### config.mk
export PLATFORM = sky130hd
export DESIGN_NAME = sync_demux_flat
export DESIGN_NICKNAME = d
export VERILOG_FILES = /design/src/rtl/sync_demux_if.sv /design/src/rtl/sync_demux.sv /design/src/flat_wrapper.sv
export SDC_FILE = /design/constraint.sdc
export NUM_CORES = 1
export LEC_CHECK = 0
export BUFFER_PORTS_ARGS = -buffer_cell sky130_fd_sc_hd__buf_2
export CORE_ASPECT_RATIO = 0.7
export CORE_MARGIN = 1
export CORE_UTILIZATION = 35
export CTS_BUF_LIST = sky130_fd_sc_hd__clkbuf_4
export DETAILED_ROUTE_END_ITERATION = 8
export HOLD_SLACK_MARGIN = 0.06
export PLACE_DENSITY = 0.61
export RECOVER_POWER = 100
export SETUP_SLACK_MARGIN = 0.02
export SYNTH_ARGS = -nofsm -noshare
export SYNTH_HDL_FRONTEND = slang
export SYNTH_SLANG_ARGS = --single-unit
### constraint.sdc
create_clock -name sys_clk -period 1.9 [get_ports sys_clk]
set_input_delay 0.19 -clock sys_clk [delete_from_list [all_inputs] [get_ports sys_clk]]
set_output_delay 0.19 -clock sys_clk [all_outputs]
set_load 0.03 [all_outputs]
### src/rtl/sync_demux_if.sv
// Stream and status bundle for the 1:2 synchronous demultiplexer.
// The demux takes the slave side; the producer/consumers take the master side.
interface sync_demux_if #(
    parameter int unsigned DW = 16,
    parameter int unsigned CW = 16
);
    logic [DW-1:0] x;
    logic          x_valid;
    logic          x_ready;
    logic          addr;
    logic [DW-1:0] y1;
    logic          y1_valid;
    logic          y1_ready;
    logic [DW-1:0] y2;
    logic          y2_valid;
    logic          y2_ready;
    logic [CW-1:0] cnt1;
    logic [CW-1:0] cnt2;

    modport slave (
        input  x, x_valid, addr, y1_ready, y2_ready,
        output x_ready, y1, y1_valid, y2, y2_valid, cnt1, cnt2
    );

    modport master (
        output x, x_valid, addr, y1_ready, y2_ready,
        input  x_ready, y1, y1_valid, y2, y2_valid, cnt1, cnt2
    );
endinterface

### src/rtl/sync_demux.sv
// 1:2 synchronous demultiplexer: one valid/ready input stream steered by addr
// into two independent FIFOs, each with its own accepted-word counter.
module sync_demux #(
    parameter int unsigned DW    = 16,
    parameter int unsigned DEPTH = 2,
    parameter int unsigned CW    = 16
) (
    input logic          sys_clk,
    input logic          sys_rst_n,
    sync_demux_if.slave  bus
);
    localparam int unsigned AW = $clog2(DEPTH);

    logic [DW-1:0] ch_head [2];
    logic [CW-1:0] ch_cnt  [2];
    logic [1:0]    ch_valid;
    logic [1:0]    ch_full;
    logic [1:0]    ch_ready;

    assign ch_ready = {bus.y2_ready, bus.y1_ready};

    // Ready looks only at the registered fill of the addressed FIFO, never at a same-cycle pop.
    assign bus.x_ready = !ch_full[bus.addr];

    for (genvar k = 0; k < 2; k++) begin : g_ch
        logic [DW-1:0] mem_q [DEPTH];
        logic [AW-1:0] wr_ptr_q;
        logic [AW-1:0] rd_ptr_q;
        logic [AW:0]   fill_q;
        logic [CW-1:0] cnt_q;
        logic          push;
        logic          pop;

        assign push = bus.x_valid && bus.x_ready && (bus.addr == 1'(k));
        assign pop  = ch_valid[k] && ch_ready[k];

        always_ff @(posedge sys_clk or negedge sys_rst_n) begin
            if (!sys_rst_n) begin
                wr_ptr_q <= '0;
                rd_ptr_q <= '0;
                fill_q   <= '0;
                cnt_q    <= '0;
            end else begin
                if (push) begin
                    wr_ptr_q <= wr_ptr_q + 1'b1;
                    cnt_q    <= cnt_q + 1'b1;
                end
                if (pop) begin
                    rd_ptr_q <= rd_ptr_q + 1'b1;
                end
                unique case ({push, pop})
                    2'b10:   fill_q <= fill_q + 1'b1;
                    2'b01:   fill_q <= fill_q - 1'b1;
                    default: fill_q <= fill_q;
                endcase
            end
        end

        // Storage is not reset; the fill count alone decides what is visible.
        always_ff @(posedge sys_clk) begin
            if (push) begin
                mem_q[wr_ptr_q] <= bus.x;
            end
        end

        assign ch_valid[k] = (fill_q != '0);
        assign ch_full[k]  = (fill_q == (AW + 1)'(DEPTH));
        assign ch_head[k]  = ch_valid[k] ? mem_q[rd_ptr_q] : '0;
        assign ch_cnt[k]   = cnt_q;
    end

    assign bus.y1       = ch_head[0];
    assign bus.y1_valid = ch_valid[0];
    assign bus.cnt1     = ch_cnt[0];
    assign bus.y2       = ch_head[1];
    assign bus.y2_valid = ch_valid[1];
    assign bus.cnt2     = ch_cnt[1];
endmodule
### src/flat_wrapper.sv
// flat-port wrapper written by rule: the top's interface ports become plain ports
module sync_demux_flat 
#(
    parameter int unsigned DW    = 16,
    parameter int unsigned DEPTH = 2,
    parameter int unsigned CW    = 16
)
  (sys_clk, sys_rst_n, bus_x, bus_x_valid, bus_addr, bus_y1_ready, bus_y2_ready, bus_x_ready, bus_y1, bus_y1_valid, bus_y2, bus_y2_valid, bus_cnt1, bus_cnt2);
  sync_demux_if #(.DW(DW), .CW(CW)) bus_i ();
  input logic sys_clk;
  input logic sys_rst_n;
  input wire logic [$bits(bus_i.x)-1:0] bus_x;
  input wire logic [$bits(bus_i.x_valid)-1:0] bus_x_valid;
  input wire logic [$bits(bus_i.addr)-1:0] bus_addr;
  input wire logic [$bits(bus_i.y1_ready)-1:0] bus_y1_ready;
  input wire logic [$bits(bus_i.y2_ready)-1:0] bus_y2_ready;
  output wire logic [$bits(bus_i.x_ready)-1:0] bus_x_ready;
  output wire logic [$bits(bus_i.y1)-1:0] bus_y1;
  output wire logic [$bits(bus_i.y1_valid)-1:0] bus_y1_valid;
  output wire logic [$bits(bus_i.y2)-1:0] bus_y2;
  output wire logic [$bits(bus_i.y2_valid)-1:0] bus_y2_valid;
  output wire logic [$bits(bus_i.cnt1)-1:0] bus_cnt1;
  output wire logic [$bits(bus_i.cnt2)-1:0] bus_cnt2;
  assign bus_i.x = bus_x;
  assign bus_i.x_valid = bus_x_valid;
  assign bus_i.addr = bus_addr;
  assign bus_i.y1_ready = bus_y1_ready;
  assign bus_i.y2_ready = bus_y2_ready;
  assign bus_x_ready = bus_i.x_ready;
  assign bus_y1 = bus_i.y1;
  assign bus_y1_valid = bus_i.y1_valid;
  assign bus_y2 = bus_i.y2;
  assign bus_y2_valid = bus_i.y2_valid;
  assign bus_cnt1 = bus_i.cnt1;
  assign bus_cnt2 = bus_i.cnt2;
  sync_demux #(.DW(DW), .DEPTH(DEPTH), .CW(CW)) u_core (.sys_clk(sys_clk), .sys_rst_n(sys_rst_n), .bus(bus_i));
endmodule
==> impl_metrics.ini <==
[status]
status = finished clean

[setup_path]
crit_buf_inv = 2
crit_required_ns = 1.71
cpMaxStageDelayCell = dfrtp_1
end_kind = output port
path_cells = buf_4 > mux2i_1 > nor2_1 > clkbuf_2
path_max_fanout = 10
cpLargestDelayFamily = buffers and inverters
cpPeakStageDelay_ns = 0.41
cp.arrival_ns = 1.58
critPathLaunchType = register
crit_type = reg -> out

[place]
numPortBuffers = 88
dp.cells = 546
place_area_um2 = 4990
gp_congestion = 0.758
hpwlAfterDp_um = 5920

[sta]
worst_slew_pin_slew_ns = 1.36
setup_tns_ns = 0
hold_viol = 0
fin_crit_ns = 1.77
fin_skew_ns = 0.0122
fin_crit_sh_pct = 93.1
setup_viol = 0
slew_headroom_pct = 9.29
max_freq_ghz = 0.565
slew_viol_final = 0
rsz0062_at_grt = true

[routing]
ant_nets = 0
wl_um = 8580
dr.pass1.iters = 4
drc = 0
vias_per_cell = 4.48
drtIter0Drc = 73
route.vias.total = 2595
post_drt_wl_per_cell_um = 14.8

[global_route]
grt_antenna_before_repair = 0
grt_pass1_wl_um = 13200
gr-usage-all-layers_pct = 14.4
grt-ovfl-total = 0
grt_max_degree = 25
grt_pass1_vias = 2542

[pwr]
p_int_mw = 4.09
seqPwrFrac_pct = 43.0
vdd_drop_max_mv = 0.835
p_leak_nw = 2.05
pwr-share-comb_pct = 43.7
clkPwrFrac_pct = 13.3
swShare_pct = 43.0
p_sw_mw = 3.09
power_density_nw_per_um2 = 1390

[layout]
final_cells = 579
drive_gt1_share_pct = 18.5
design_area_um2 = 5160
insertedDiodeCount = 0
syn_to_final_growth_pct = 21.8
nets = 443
final_core_util_pct = 43.8

[yosys]
ys_warn_count = 0
synthArstFlopShare_pct = 38.5
synth_ff_type = edfxtp_1
ys_top_cells_by_area = edfxtp_1 (45%), dfrtp_1 (24%), mux2i_1 (7.8%), xnor2_1 (6.4%), nor2_1 (3.8%)
yosysUniqueCellTypes = 24
syn_inst = 293
synth_top_area_share_pct = 45.4
yosys.area.top_type = edfxtp_1
avgSynthCellArea_um2 = 14.5
ys_ff_latch = 104
seq_area_frac_synth_pct = 69.0
synth.top_cells.by_count = edfxtp_1 (64), nor2_1 (43), dfrtp_1 (40)
syn-cell-area_um2 = 4240
synth_enable_flop_cells = 64
yosysMostFrequentCell = edfxtp_1
synth_nets = 319

[clock_tree]
clk_path_buf_depth = 2
cts_tree = done
tritoncts.num_buffers = 9
cts_max_level = 3
cts_root_buf = clkbuf_4
clk_pin_slew_ns = 0.15
insertion_delay_ns = 0.44
cts.sinks = 104

[floorplan]
die_area_um2 = 12600
core_area_um2 = 11800
die_x_um = 134
ioPinCount = 89
die_height_um = 94.1
start_util_pct = 36.0
rows = 33

[flow_run]
cap_violations = 0

[worst_hold_path]
min_path_type = in -> reg
[worst register-to-register path, cell delays in order (launching register included)]
cell,delay (ns)
dfrtp_1,0.45
nor2b_2,0.20
nor2_1,0.26
inv_1,0.12
nor2_2,0.09
clkbuf_4,0.29
[state kept, by name (all words and copies together), names as in the netlist]
register,cells
u_core.bus.cnt1,16
u_core.bus.cnt2,16
u_core.g_ch.fill_q,4
u_core.g_ch.mem_q,64
u_core.g_ch.rd_ptr_q,2
u_core.g_ch.wr_ptr_q,2
[cell families (layout without fill, tap and decap cells)]
logic type | after synthesis | count (layout) | share of synthesized area, %
DFF | 104 | 104 | 69.0
and+or+nand+nor | 100 | 100 | 12.2
xor gates and xnor gates | 40 | 40 | 8.27
muxes | 35 | 35 | 8.33
buffers and inverters | 10 | 139 | 1.00
adders and majority gates | 4 | 4 | 1.18
[stage by stage]
step | worst slack [ns] | total power [mW] | hold slack (ns)
global placement | 0.297 | 6.28 | 0.212
detailed placement | 0.219 | 6.34 | 0.223
CTS | 0.0258 | 7.33 | 0.122
finish | 0.130 | 7.17 | 0.153
global route | 0.0140 | 7.62 | 0.110
floorplan | 0.0768 | 5.28 | -0.106
[layout make-up]
cell class / instances / area (µm²)
fill: 1135 / 6610
sequential: 104 / 2930
multi-input combinational: 179 / 1260
timing repair buffer: 119 / 651
tap: 157 / 196
clock buffer: 10 / 75.1
clock inverter: 6 / 36.3
inverter: 4 / 15.0
[path summary, 6_finish.rpt]
path	slack (ns)	cells past startpoint	end	from
setup / recovery	0.13	4	bus_y1[15]	u_core.g_ch[0].rd_ptr_q
max in group asynchronous	0.40	3	u_core.g_ch[0].fill_q[0]	sys_rst_n
hold / removal	0.15	3	u_core.g_ch[1].rd_ptr_q	bus_y2_ready
hold reg to reg	0.49	1	u_core.bus.cnt1[15]	u_core.bus.cnt1[15]
setup reg to reg	0.18	5	u_core.g_ch[0].mem_q[0][7]	u_core.g_ch[0].fill_q[1]
min in group asynchronous	0.56	2	u_core.bus.cnt2[14]	sys_rst_n
[power groups by stage]
stage | registers [mW] | logic (mW) | clock network (mW)
floorplan | 3.26 | 2.02 | 0
global placement | 3.11 | 3.17 | 0
detailed placement | 3.13 | 3.21 | 0
CTS | 3.08 | 3.25 | 1.01
global route | 3.14 | 3.38 | 1.09
finish | 3.09 | 3.13 | 0.951
[cell usage in the layout (no fill, tap or decap), drive strengths merged]
cell         netlist  layout
nor3b              1       1
and3               5       5
mux2               2       2
dlygate4sd3        0      17
edfxtp            64      64
nor3               4       4
nand3             15      15
ha                 4       4
and4               3       3
buf                4      20
mux2i             33      33
inv                4       4
dfrtp             40      40
and2               4       4
nor2              43      43
xor2               9       9
xnor2             31      31
clkbuf             2      92
nand2              9       9
nand2b             2       2
clkinvlp           0       5
nand4             10      10
nor2b              4       4
clkinv             0       1
[layer usage]
layer	up-vias	global-route usage [%]	share of wire, %
met5	-	0	0
met4	0	4.26	0.86
met3	6	4.69	5.5
met2	77	20.9	42
met1	1220	20.2	51
li1	1292	-	-
[repair_timing]
item	CTS	global route
hold buffers	17	0
resized for setup	0	7
buffers inserted	0	0
endpoints found under the setup margin	0	34
endpoints found under the hold margin	86	0
Power figures use the tool's default switching activity.
